$ cat config.mk
export PLATFORM = sky130hd
export DESIGN_NAME = wave_trig_reader_flat
export DESIGN_NICKNAME = d
export VERILOG_FILES = /design/src/rtl/wave_trig_reader_if.sv /design/src/rtl/wave_trig_reader.sv /design/src/flat_wrapper.sv
export SDC_FILE = /design/constraint.sdc
export NUM_CORES = 1
export LEC_CHECK = 0
export ABC_AREA = 1
export CAP_MARGIN = 10
export CORE_MARGIN = 2
export CORE_UTILIZATION = 45
export CTS_BUF_LIST = sky130_fd_sc_hd__clkbuf_8
export DETAILED_ROUTE_END_ITERATION = 8
export GPL_TIMING_DRIVEN = 1
export PLACE_DENSITY = 0.67
export SYNTH_ARGS = -nofsm -noshare
export SYNTH_HDL_FRONTEND = slang
export SYNTH_SLANG_ARGS = --single-unit
$ cat constraint.sdc
create_clock -name clk -period 5.5 [get_ports clk]
set_input_delay 1.1 -clock clk [delete_from_list [all_inputs] [get_ports clk]]
set_output_delay 1.1 -clock clk [all_outputs]
set_load 0.02 [all_outputs]
$ cat src/rtl/wave_trig_reader_if.sv
// Bus bundle for wave_trig_reader: frame-ready strobe, sample RAM read
// port, column stream with valid/ready handshake, and status flags.
// The master modport is the reader itself; the slave modport is the
// surrounding system (RAM, producer and display consumer).
interface wave_trig_reader_if #(
    parameter int DATA_WIDTH = 16,
    parameter int BUF_LEN    = 1920,
    parameter int H_PIXELS   = 1280,
    parameter int V_PIXELS   = 720
);
    localparam int AW = $clog2(BUF_LEN);
    localparam int XW = $clog2(H_PIXELS);
    localparam int YW = $clog2(V_PIXELS);

    logic                         buf_ready;
    logic [AW-1:0]                rd_addr;
    logic signed [DATA_WIDTH-1:0] rd_data;
    logic                         col_valid;
    logic                         col_ready;
    logic [XW-1:0]                col_idx;
    logic [YW-1:0]                col_y;
    logic                         col_last;
    logic                         trig_found;
    logic                         overrun;

    modport master (
        input  buf_ready, rd_data, col_ready,
        output rd_addr, col_valid, col_idx, col_y, col_last, trig_found, overrun
    );

    modport slave (
        output buf_ready, rd_data, col_ready,
        input  rd_addr, col_valid, col_idx, col_y, col_last, trig_found, overrun
    );
endinterface

$ cat src/rtl/wave_trig_reader.sv
// wave_trig_reader: after each captured sample frame, searches the start of
// the buffer for the first rising zero crossing, then streams H_PIXELS plot
// columns starting at that trigger offset. Each column's row is the sample
// scaled by an arithmetic shift, mirrored about mid-screen and clamped to
// the display height.
//
// Optional feature: define WAVE_TRIG_HYST_EN to require the waveform to dip
// to -HYST_LVL or below before a zero crossing counts as a trigger. With the
// macro undefined any negative-to-non-negative step triggers.
module wave_trig_reader #(
    parameter int DATA_WIDTH = 16,
    parameter int BUF_LEN    = 1920,
    parameter int H_PIXELS   = 1280,
    parameter int V_PIXELS   = 720,
    parameter int SEARCH_LEN = 640,
    parameter int Y_SHIFT    = 7,
    parameter int HYST_LVL   = 256
) (
    input  logic               clk,
    input  logic               rst_n,
    wave_trig_reader_if.master bus
);
    localparam int AW      = $clog2(BUF_LEN);
    localparam int XW      = $clog2(H_PIXELS);
    localparam int YW      = $clog2(V_PIXELS);
    localparam int MAX_CNT = (SEARCH_LEN > H_PIXELS) ? SEARCH_LEN : H_PIXELS;
    localparam int CW      = $clog2(MAX_CNT + 1);
    localparam int EW      = DATA_WIDTH + 2;

    localparam logic [AW-1:0]        ADDR_LAST  = AW'(BUF_LEN - 1);
    localparam logic [CW-1:0]        CNT_SEARCH = CW'(SEARCH_LEN);
    localparam logic [CW-1:0]        CNT_H      = CW'(H_PIXELS);
    localparam logic [CW-1:0]        IDX_SLAST  = CW'(SEARCH_LEN - 1);
    localparam logic [CW-1:0]        IDX_HLAST  = CW'(H_PIXELS - 1);
    localparam logic signed [EW-1:0] Y_MID      = EW'(V_PIXELS / 2);
    localparam logic signed [EW-1:0] Y_MAX      = EW'(V_PIXELS - 1);

    // A trigger window plus a full screen must fit in the buffer.
    if ((SEARCH_LEN + H_PIXELS > BUF_LEN) || (HYST_LVL < 0)) begin : g_bad_cfg
        $error("wave_trig_reader: inconsistent parameters");
    end

    typedef enum logic [1:0] {IDLE, SEARCH, SCAN, DONE} state_t;

    state_t          r_state;
    state_t          w_next;

    logic            r_rst_meta;
    logic            r_rst_sync;
    logic            w_rst_n;

    logic [AW-1:0]   r_rd_addr;
    logic [CW-1:0]   r_cnt;
    logic            r_pend;
    logic [CW-1:0]   r_pend_idx;
    logic            r_prev_neg;
    logic            r_trig;

    logic            r_col_valid;
    logic [XW-1:0]   r_col_idx;
    logic [YW-1:0]   r_col_y;
    logic            r_col_last;
    logic            r_skid_valid;
    logic [XW-1:0]   r_skid_idx;
    logic [YW-1:0]   r_skid_y;
    logic            r_skid_last;

    logic            w_issue;
    logic            w_search_done;
    logic            w_pop;
    logic            w_room;
    logic [1:0]      w_occ;
    logic [AW-1:0]   w_addr_inc;
    logic            w_nonneg;
    logic            w_edge;
    logic            w_window_end;
    logic signed [EW-1:0] w_ext;
    logic signed [EW-1:0] w_shift;
    logic signed [EW-1:0] w_yraw;
    logic [YW-1:0]   w_ysat;
    logic [XW-1:0]   w_in_idx;
    logic            w_in_last;

`ifdef WAVE_TRIG_HYST_EN
    localparam logic signed [EW-1:0] HYST_NEG = -EW'(HYST_LVL);
    logic            r_armed;
    logic            w_deep;
`endif

    // Reset asserts immediately but releases only after two clock edges.
    always_ff @(posedge clk or negedge rst_n) begin
        if (!rst_n) begin
            r_rst_meta <= 1'b0;
            r_rst_sync <= 1'b0;
        end else begin
            r_rst_meta <= 1'b1;
            r_rst_sync <= r_rst_meta;
        end
    end

    assign w_rst_n = r_rst_sync;

    assign w_ext      = {{2{bus.rd_data[DATA_WIDTH-1]}}, bus.rd_data};
    assign w_shift    = w_ext >>> Y_SHIFT;
    assign w_yraw     = Y_MID - w_shift;
    assign w_nonneg   = ~bus.rd_data[DATA_WIDTH-1];
    assign w_addr_inc = (r_rd_addr == ADDR_LAST) ? '0 : r_rd_addr + 1'b1;
    assign w_in_idx   = XW'(r_pend_idx);
    assign w_in_last  = (r_pend_idx == IDX_HLAST);

    assign w_pop  = r_col_valid & bus.col_ready;
    assign w_occ  = {1'b0, r_col_valid} + {1'b0, r_skid_valid} + {1'b0, r_pend};
    assign w_room = (w_occ < 2'd2) || ((w_occ == 2'd2) && w_pop);

`ifdef WAVE_TRIG_HYST_EN
    assign w_deep = (w_ext <= HYST_NEG);
    assign w_edge = r_pend & r_prev_neg & w_nonneg & r_armed;
`else
    assign w_edge = r_pend & r_prev_neg & w_nonneg;
`endif
    assign w_window_end = r_pend & (r_pend_idx == IDX_SLAST);

    // Clamp the mirrored, scaled sample into the visible row range.
    always_comb begin
        w_ysat = YW'(w_yraw);
        if (w_yraw < 0) begin
            w_ysat = '0;
        end else if (w_yraw > Y_MAX) begin
            w_ysat = YW'(Y_MAX);
        end
    end

    // Frame sequencing state register.
    always_ff @(posedge clk or negedge w_rst_n) begin
        if (!w_rst_n) begin
            r_state <= IDLE;
        end else begin
            r_state <= w_next;
        end
    end

    // Next state and read-issue decisions; a scan read is only issued when
    // the output register plus skid slot can absorb its returning data.
    always_comb begin
        w_next        = r_state;
        w_issue       = 1'b0;
        w_search_done = 1'b0;
        case (r_state)
            IDLE: begin
                if (bus.buf_ready) begin
                    w_next = SEARCH;
                end
            end
            SEARCH: begin
                w_search_done = w_edge | w_window_end;
                w_issue       = (r_cnt < CNT_SEARCH) & ~w_search_done;
                if (w_search_done) begin
                    w_next = SCAN;
                end
            end
            SCAN: begin
                w_issue = (r_cnt < CNT_H) & w_room;
                if (w_pop && r_col_last) begin
                    w_next = DONE;
                end
            end
            DONE: begin
                w_next = IDLE;
            end
            default: begin
                w_next = IDLE;
            end
        endcase
    end

    // Address generation, trigger detection and the column output/skid pair.
    always_ff @(posedge clk or negedge w_rst_n) begin
        if (!w_rst_n) begin
            r_rd_addr    <= '0;
            r_cnt        <= '0;
            r_pend       <= 1'b0;
            r_pend_idx   <= '0;
            r_prev_neg   <= 1'b0;
            r_trig       <= 1'b0;
            r_col_valid  <= 1'b0;
            r_col_idx    <= '0;
            r_col_y      <= '0;
            r_col_last   <= 1'b0;
            r_skid_valid <= 1'b0;
            r_skid_idx   <= '0;
            r_skid_y     <= '0;
            r_skid_last  <= 1'b0;
`ifdef WAVE_TRIG_HYST_EN
            r_armed      <= 1'b0;
`endif
        end else begin
            r_pend <= w_issue;
            if (w_issue) begin
                r_pend_idx <= r_cnt;
                r_cnt      <= r_cnt + 1'b1;
                r_rd_addr  <= w_addr_inc;
            end
            case (r_state)
                IDLE: begin
                    if (bus.buf_ready) begin
                        r_rd_addr  <= '0;
                        r_cnt      <= '0;
                        r_prev_neg <= 1'b0;
                        r_trig     <= 1'b0;
`ifdef WAVE_TRIG_HYST_EN
                        r_armed    <= 1'b0;
`endif
                    end
                end
                SEARCH: begin
                    if (r_pend) begin
                        r_prev_neg <= ~w_nonneg;
`ifdef WAVE_TRIG_HYST_EN
                        if (w_nonneg) begin
                            r_armed <= 1'b0;
                        end else if (w_deep) begin
                            r_armed <= 1'b1;
                        end
`endif
                    end
                    if (w_search_done) begin
                        r_trig    <= w_edge;
                        r_rd_addr <= w_edge ? AW'(r_pend_idx) : '0;
                        r_cnt     <= '0;
                    end
                end
                SCAN: begin
                    if (!r_col_valid || w_pop) begin
                        if (r_skid_valid) begin
                            r_col_valid <= 1'b1;
                            r_col_idx   <= r_skid_idx;
                            r_col_y     <= r_skid_y;
                            r_col_last  <= r_skid_last;
                            if (r_pend) begin
                                r_skid_idx  <= w_in_idx;
                                r_skid_y    <= w_ysat;
                                r_skid_last <= w_in_last;
                            end else begin
                                r_skid_valid <= 1'b0;
                            end
                        end else if (r_pend) begin
                            r_col_valid <= 1'b1;
                            r_col_idx   <= w_in_idx;
                            r_col_y     <= w_ysat;
                            r_col_last  <= w_in_last;
                        end else begin
                            r_col_valid <= 1'b0;
                        end
                    end else if (r_pend) begin
                        r_skid_valid <= 1'b1;
                        r_skid_idx   <= w_in_idx;
                        r_skid_y     <= w_ysat;
                        r_skid_last  <= w_in_last;
                    end
                end
                default: begin
                end
            endcase
        end
    end

    assign bus.rd_addr    = r_rd_addr;
    assign bus.col_valid  = r_col_valid;
    assign bus.col_idx    = r_col_idx;
    assign bus.col_y      = r_col_y;
    assign bus.col_last   = r_col_last;
    assign bus.trig_found = r_trig;
    assign bus.overrun    = bus.buf_ready & (r_state != IDLE);
endmodule
$ cat src/flat_wrapper.sv
// flat-port wrapper written by rule: the top's interface ports become plain ports
module wave_trig_reader_flat 
#(
    parameter int DATA_WIDTH = 16,
    parameter int BUF_LEN    = 1920,
    parameter int H_PIXELS   = 1280,
    parameter int V_PIXELS   = 720,
    parameter int SEARCH_LEN = 640,
    parameter int Y_SHIFT    = 7,
    parameter int HYST_LVL   = 256
)
  (clk, rst_n, bus_buf_ready, bus_rd_data, bus_col_ready, bus_rd_addr, bus_col_valid, bus_col_idx, bus_col_y, bus_col_last, bus_trig_found, bus_overrun);
  wave_trig_reader_if #(.DATA_WIDTH(DATA_WIDTH), .BUF_LEN(BUF_LEN), .H_PIXELS(H_PIXELS), .V_PIXELS(V_PIXELS)) bus_i ();
  input  logic clk;
  input  logic rst_n;
  input wire logic [$bits(bus_i.buf_ready)-1:0] bus_buf_ready;
  input wire logic [$bits(bus_i.rd_data)-1:0] bus_rd_data;
  input wire logic [$bits(bus_i.col_ready)-1:0] bus_col_ready;
  output wire logic [$bits(bus_i.rd_addr)-1:0] bus_rd_addr;
  output wire logic [$bits(bus_i.col_valid)-1:0] bus_col_valid;
  output wire logic [$bits(bus_i.col_idx)-1:0] bus_col_idx;
  output wire logic [$bits(bus_i.col_y)-1:0] bus_col_y;
  output wire logic [$bits(bus_i.col_last)-1:0] bus_col_last;
  output wire logic [$bits(bus_i.trig_found)-1:0] bus_trig_found;
  output wire logic [$bits(bus_i.overrun)-1:0] bus_overrun;
  assign bus_i.buf_ready = bus_buf_ready;
  assign bus_i.rd_data = bus_rd_data;
  assign bus_i.col_ready = bus_col_ready;
  assign bus_rd_addr = bus_i.rd_addr;
  assign bus_col_valid = bus_i.col_valid;
  assign bus_col_idx = bus_i.col_idx;
  assign bus_col_y = bus_i.col_y;
  assign bus_col_last = bus_i.col_last;
  assign bus_trig_found = bus_i.trig_found;
  assign bus_overrun = bus_i.overrun;
  wave_trig_reader #(.DATA_WIDTH(DATA_WIDTH), .BUF_LEN(BUF_LEN), .H_PIXELS(H_PIXELS), .V_PIXELS(V_PIXELS), .SEARCH_LEN(SEARCH_LEN), .Y_SHIFT(Y_SHIFT), .HYST_LVL(HYST_LVL)) u_core (.clk(clk), .rst_n(rst_n), .bus(bus_i));
endmodule
==> impl_metrics.py, run 1 <==
metrics = {
    "min_path": {
        "min_path_type": "reg -> reg",
        "min_to": "u_core.r_rst_sync",
        "worstHoldPathCells": 0,
        "holdCritStartpoint": "u_core.r_rst_meta",
    },
    "cells_and_area": {
        "multi_input_area_um2": 2019,
        "syn_to_final_growth_pct": 17.89,
        "fin_util_pct": 54.67,
        "drive_gt1_share_pct": 5.965,
        "final_nets": 659,
        "seqCellArea_um2": 2156,
        "fillers": 926,
        "layout.cells.non_filler": 770,
        "n_antenna_cell": 0,
    },
    "clock_network": {
        "clk_pin_slew_ns": 0.09,
        "cts_tree": "yes",
        "post_cts_resized": 0,
        "clock_latency_ns": 0.35,
        "cts_sinks": 86,
        "numCtsBuffers": 9,
        "cts_buffer_depth": 2,
        "cts_root_buf": "clkbuf_8",
        "h-tree-depth": 3,
        "cts_hold_buf": 0,
        "post_cts_buffers": 0,
    },
    "timing": {
        "tns_ns": 0,
        "min_period_over_period_pct": 61.87,
        "period_needed_ns": 3.403,
        "worst_pin_slew_ns": 1.062,
        "rsz0062_at_grt": "false",
        "slew_viol_final": 0,
        "timing.slew.headroom_pct": 29.19,
        "skew_ns": 0.01056,
        "final-hold-violation-count": 0,
        "setup_violations": 0,
        "fmax_mhz": 293.9,
    },
    "drt": {
        "drtPass1Iterations": 5,
        "vias_per_cell": 5.192,
        "wl_per_cell_um": 13.58,
        "wirelength_um": 10460,
        "drt_iter0_drc": 270,
        "ant_nets": 0,
        "drc": 0,
        "vias": 3998,
    },
    "placement": {
        "place.gp.congestion": 0.8921,
        "hpwl_um": 7475,
        "portBuffers": 48,
        "dp.cells": 754,
    },
    "global_route": {
        "grt-ovfl-total": 0,
        "grt_util_all_layers_pct": 20.13,
        "grt_pass1_vias": 3770,
        "grt_pass1_wl_um": 17880,
        "grt_max_degree": 85,
        "antenna_found_initial": 0,
    },
    "floorplanning": {
        "io_pins": 56,
        "initial_core_util_pct": 46.38,
        "die-width_um": 104.4,
        "die_h_um": 104.4,
        "fp-row-count": 36,
        "dieArea_um2": 10890,
        "core_um2": 9774,
    },
    "setup_path": {
        "path_buf_inv": 3,
        "reg2reg_to": "u_core.bus.rd_addr[10]",
        "cp_common_cell": "clkdlybuf4s50_1",
        "path_max_fanout": 2,
        "cp.required_ns": 4.40,
        "r2r_slack_ns": 2.83,
        "max_stage_delay_ns": 0.61,
        "r2r_cells": 10,
        "path_cells": "clkdlybuf4s50_1 > inv_1 > nor2_1 > clkdlybuf4s50_1",
        "critical_path.slowest_cell": "clkdlybuf4s50_1",
        "crit_arrival_ns": 2.30,
        "path_delay_family": "buffers and inverters",
        "critPathLaunchType": "input pin",
        "worst-path-stages": 4,
        "critical_path_class": "in -> out",
        "critical_path.endpoint_type": "primary output",
        "worstReg2RegStart": "u_core.r_skid_valid",
    },
    "power_and_ir_drop": {
        "intPower_mw": 1.679,
        "clkPwrFrac_pct": 18.3,
        "power.share.sequential_pct": 35.3,
        "total_power_mw": 2.977,
        "p_switching_mw": 1.298,
        "power_leakage_nw": 2.557,
        "p_sw_share_pct": 43.59,
        "vdd_ir_drop_max_uv": 251.2,
        "powerDensity_nw_per_um2": 557.1,
        "combPwrFrac_pct": 46.4,
    },
    "logic_synthesis": {
        "synth_top_cell_by_area": "dfrtp_1",
        "yosysWarnings": 0,
        "syn_area_per_cell_um2": 7.683,
        "synthCells": 590,
        "synth-seq-cells": 86,
        "synth_nets": 617,
        "synthTopCellsByArea": "dfrtp_1 47%, nand2_1 14%, o21ai_0 9.3%",
        "synth_top_area_share_pct": 47.47,
        "synth_cell_types": 34,
        "synthesis.area_um2": 4533,
        "ys_seq_area_share_pct": 47.47,
    },
    "run_status": {
        "status": "finished, final reports clean",
    },
    "job": {
        "drv_cap": 0,
    },
}
==> worst reg2reg max path, stage by stage, from the launching register on <==
cell	delay (ns)
dfrtp_1	0.68
fa_1	0.50
o21ai_0	0.16
nand3_1	0.16
nand2_2	0.26
nand2_2	0.37
nand2_1	0.22
nand2_1	0.07
nand2_1	0.07
nand2_1	0.05
nand2_1	0.07
==> placed cells by master, fill, tap and decap left out, drive strengths merged, types with 3 or more instances in the layout <==
master,n
a21oi,11
dfrtp,86
nor2,39
nand2,179
ha,6
clkdlybuf4s50,48
o21ai,88
nand4,12
nor4,5
nand3,41
o211ai,3
bufinv,3
nor3,13
inv,70
clkbuf,10
xor2,11
==> state kept, by name (all words and copies together) (netlist names) <==
| name | count |
|---|---|
| u_core.r_skid_y | 10 |
| u_core.r_rst_meta | 1 |
| u_core.r_pend_idx | 11 |
| u_core.bus.col_y | 10 |
| u_core.r_skid_last | 1 |
| u_core.r_pend | 1 |
| u_core.r_cnt | 11 |
| u_core.r_skid_valid | 1 |
| u_core.r_rst_sync | 1 |
| u_core.r_prev_neg | 1 |
| u_core.bus.col_last | 1 |
| u_core.bus.col_valid | 1 |
| u_core.bus.col_idx | 11 |
| u_core.r_state | 2 |
| u_core.r_skid_idx | 11 |
| u_core.bus.trig_found | 1 |
| u_core.bus.rd_addr | 11 |
==> logic make-up after synthesis <==
logic type / after synthesis / synth area share (%)
and+or+nand+nor: 290 / 27.41
AOI/OAI and AO/OA: 105 / 12.37
buffers and inverters: 88 / 8.059
DFF: 86 / 47.47
xor gates and xnor gates: 13 / 2.512
adders and majority gates: 7 / 2.098
other: 1 / 0.08272
==> final cells by class <==
| type | count | area share [%] |
|---|---|---|
| tap | 133 | 3.114 |
| clock inverter | 6 | 2.060 |
| sequential | 86 | 40.34 |
| multi-input combinational | 416 | 37.79 |
| inverter | 69 | 4.847 |
| clock buffer | 10 | 2.576 |
| timing repair buffer | 50 | 9.272 |
==> routing by layer <==
metal	GRT usage (%)	part of all wire (%)	vias to the layer above
li1	-	-	1986
met1	26.63	47	1923
met2	33.33	48	73
met3	3.321	3.3	16
met4	7.239	1.6	0
met5	0	0	-
==> metrics by stage <==
| step | hold WS, ns | worst slack, ns | instance area, um^2 |
|---|---|---|---|
| 6_report | 0.3598 | 2.097 | 5344 |
| 5_1_grt | 0.3647 | 2.014 | 5344 |
| 4_1_cts | 0.3638 | 2.095 | 5344 |
| 3_5_place_dp | 0.3412 | 2.094 | 5096 |
| 3_3_place_gp | 0.3398 | 2.120 | 5096 |
| 2_1_floorplan | 0.3312 | 2.927 | 4533 |
==> how the worst max path moves through the flow <==
stage	start	end	slack (ns)
6_report	bus_buf_ready	bus_overrun	2.10
3_3_place_gp	bus_buf_ready	bus_overrun	2.12
4_1_cts	bus_buf_ready	bus_overrun	2.09
5_1_grt	bus_buf_ready	bus_overrun	2.01
3_5_place_dp	bus_buf_ready	bus_overrun	2.09
2_1_floorplan	u_core.r_rst_sync	u_core.bus.col_idx[0]	2.93
==> synthesized netlist by cell type <==
master	count
nor3_2	1
buf_6	4
o41ai_1	1
nor2_1	35
inv_1	66
nand4_1	11
a211oi_2	1
nor4_1	5
nor3_1	12
nand2_1	175
a21oi_1	9
nand3_1	39
xor2_1	11
ha_1	6
dfrtp_1	86
clkbuf_1	12
nand2_2	4
nor2_2	4
a21oi_2	1
buf_4	1
o211ai_1	3
nand3_2	2
conb_1	1
a21oi_4	1
buf_1	1
nand4_2	1
inv_2	3
fa_1	1
xnor2_1	2
a31oi_1	1
or2_2	1
o21ai_1	4
o21ai_0	84
buf_2	1
==> power by group through the flow <==
| stage | Sequential [mW] | Combinational (mW) | Clock, mW |
|---|---|---|---|
| final | 1.05 | 1.38 | 0.544 |
| after global routing | 1.09 | 1.56 | 0.575 |
| after CTS | 1.05 | 1.39 | 0.551 |
| after detailed placement | 1.07 | 1.38 | 0 |
| after global placement | 1.06 | 1.35 | 0 |
| after floorplan | 1.14 | 0.893 | 0 |
Power figures use the tool's default switching activity.
==> run 2, diff against run 1 <==
==> constraint.sdc (replaced) <==
create_clock -name clk -period 3.5 [get_ports clk]
set_input_delay 0.7 -clock clk [delete_from_list [all_inputs] [get_ports clk]]
set_output_delay 0.7 -clock clk [all_outputs]
set_load 0.02 [all_outputs]
==> run 2 against run 1 <==
Register-to-register slack worse by 2.0 ns. Critical endpoint is now u_core.r_cnt[2]. Critical path depth increased by 4. Clock power up 44%.
==> impl_metrics.py, run 2 (synthesized netlist as in run 1, its figures left out) <==
metrics = {
    "run_status": {
        "status": "finished, final reports clean",
    },
    "clock_network": {
        "h-tree-depth": 3,
        "cts_tree": "yes",
        "numCtsBuffers": 9,
        "cts_buffer_depth": 2,
        "clk_pin_slew_ns": 0.09,
        "clock_latency_ns": 0.36,
        "cts_root_buf": "clkbuf_8",
        "cts_sinks": 86,
        "post_cts_buffers": 0,
        "cts_hold_buf": 0,
        "post_cts_resized": 0,
    },
    "power_and_ir_drop": {
        "powerDensity_nw_per_um2": 870.2,
        "intPower_mw": 2.551,
        "clkPwrFrac_pct": 17.0,
        "p_sw_share_pct": 44.86,
        "power.share.sequential_pct": 35.8,
        "combPwrFrac_pct": 47.3,
        "vdd_ir_drop_max_uv": 365.6,
        "power_leakage_nw": 2.539,
        "p_switching_mw": 2.076,
    },
    "drt": {
        "vias": 4013,
        "drc": 0,
        "vias_per_cell": 5.212,
        "wl_per_cell_um": 13.78,
        "drtPass1Iterations": 4,
        "wirelength_um": 10610,
        "ant_nets": 0,
        "drt_iter0_drc": 221,
    },
    "floorplanning": {
        "dieArea_um2": 10890,
        "fp-row-count": 36,
        "io_pins": 56,
        "core_um2": 9774,
        "die_h_um": 104.4,
        "die-width_um": 104.4,
        "initial_core_util_pct": 46.38,
    },
    "global_route": {
        "met1_usage_pct": 26.41,
        "use_met2_pct": 33.94,
        "antenna_found_initial": 0,
        "grt_pass1_wl_um": 18130,
        "grt_use_met3_pct": 2.632,
        "grt_busiest_layer": "met2",
        "grt-ovfl-total": 0,
        "grt_pass1_vias": 3905,
        "grt_max_degree": 85,
        "grt_util_all_layers_pct": 20.16,
    },
    "timing": {
        "setup_violations": 0,
        "rsz0062_at_grt": "false",
        "skew_ns": 0.01642,
        "min_period_over_period_pct": 77.55,
        "timing.slew.headroom_pct": 28.29,
        "final-hold-violation-count": 0,
        "tns_ns": 0,
        "period_needed_ns": 2.714,
        "fmax_mhz": 368.4,
        "worst_pin_slew_ns": 1.076,
        "slew_viol_final": 0,
    },
    "setup_path": {
        "cp.required_ns": 3.78,
        "r2r_cells": 8,
        "critical_path_class": "reg -> reg",
        "worstReg2RegStart": "u_core.r_skid_valid",
        "r2r_slack_ns": 0.79,
        "critical_path.endpoint_type": "flop",
        "crit_arrival_ns": 2.99,
        "critPathLaunchType": "flop",
        "path_max_fanout": 29,
        "reg2reg_to": "u_core.r_cnt[2]",
    },
    "cells_and_area": {
        "final_nets": 659,
        "drive_gt1_share_pct": 6.122,
        "layout.cells.non_filler": 770,
        "n_antenna_cell": 0,
        "final_cell_mix": "175 x nand2_1, 85 x dfrtp_1, 84 x o21ai_0",
        "syn_to_final_growth_pct": 17.31,
        "final_common_cell": "nand2_1",
    },
    "placement": {
        "dp.cells": 754,
        "place.gp.congestion": 0.9040,
        "portBuffers": 48,
        "hpwl_um": 7550,
    },
    "min_path": {
        "worstHoldPathCells": 0,
        "min_path_type": "reg -> reg",
        "holdCritStartpoint": "u_core.r_rst_meta",
        "min_to": "u_core.r_rst_sync",
    },
    "job": {
        "drv_cap": 0,
    },
}
-- run 2: cell count changes in the layout (fill, tap and decap cells not counted), sizes merged --
cell / delta
bufinv: -1
clkbuf: -1
clkinv: +1
clkinvlp: +1
-- run 2: worst max path at each step --
stage | startpoint | endpoint | slack (ns)
after floorplan | u_core.r_rst_sync | u_core.bus.col_idx[0] | 0.93
after global placement | bus_rd_data[15] | u_core.bus.rd_addr[10] | 0.75
after detailed placement | bus_rd_data[15] | u_core.bus.rd_addr[10] | 0.72
after CTS | u_core.r_skid_valid | u_core.r_cnt[2] | 0.80
after global routing | u_core.r_skid_valid | u_core.r_cnt[2] | 0.43
final | u_core.r_skid_valid | u_core.r_cnt[2] | 0.79
-- run 2: through the flow --
stage          setup slack (ns)  util (%)  hold WS [ns]  total power, mW  area, um^2
2_1_floorplan            0.9273         -        0.3312            3.188        4533
3_3_place_gp             0.7450     52.14        0.3400            3.784        5096
3_5_place_dp             0.7211     52.14        0.3412            3.855        5096
4_1_cts                  0.7990     54.40        0.3633            4.644        5318
5_1_grt                  0.4338     54.40        0.3641            4.999        5318
6_report                 0.7859     54.40        0.3597            4.627        5318
-- run 2: worst max-delay path, cell delays in order (launching register included) --
cell and delay [ns]:
dfrtp_1 0.69, fa_1 0.51, o21ai_0 0.17, nand3_1 0.17, nand2_2 0.26, nand2_2 0.38, o21ai_0 0.29, nand2_1 0.08
nor2_1 0.09
-- run 2: cell type report --
| class | count | area [um^2] |
|---|---|---|
| Fill cell | 921 | 4457 |
| Tap cell | 133 | 166.4 |
| Timing Repair Buffer | 50 | 495.5 |
| Clock inverter | 7 | 97.59 |
| Sequential cell | 86 | 2156 |
| Clock buffer | 9 | 123.9 |
| Multi-Input combinational cell | 416 | 2019 |
| Inverter | 69 | 259.0 |
-- run 2: layer usage --
metal | part of all wire, % | wire length, um
met2 | 49 | 5164
met4 | 2.1 | 220
met3 | 3.6 | 385
met1 | 46 | 4843
met5 | 0 | 0
-- run 2: power by group through the flow --
stage               combinational (mW)  sequential [mW]  clock (mW)
floorplan                         1.40             1.78           0
global placement                  2.13             1.66           0
detailed placement                2.18             1.68           0
CTS                               2.19             1.66       0.792
global route                      2.45             1.71       0.832
finish                            2.19             1.66       0.785
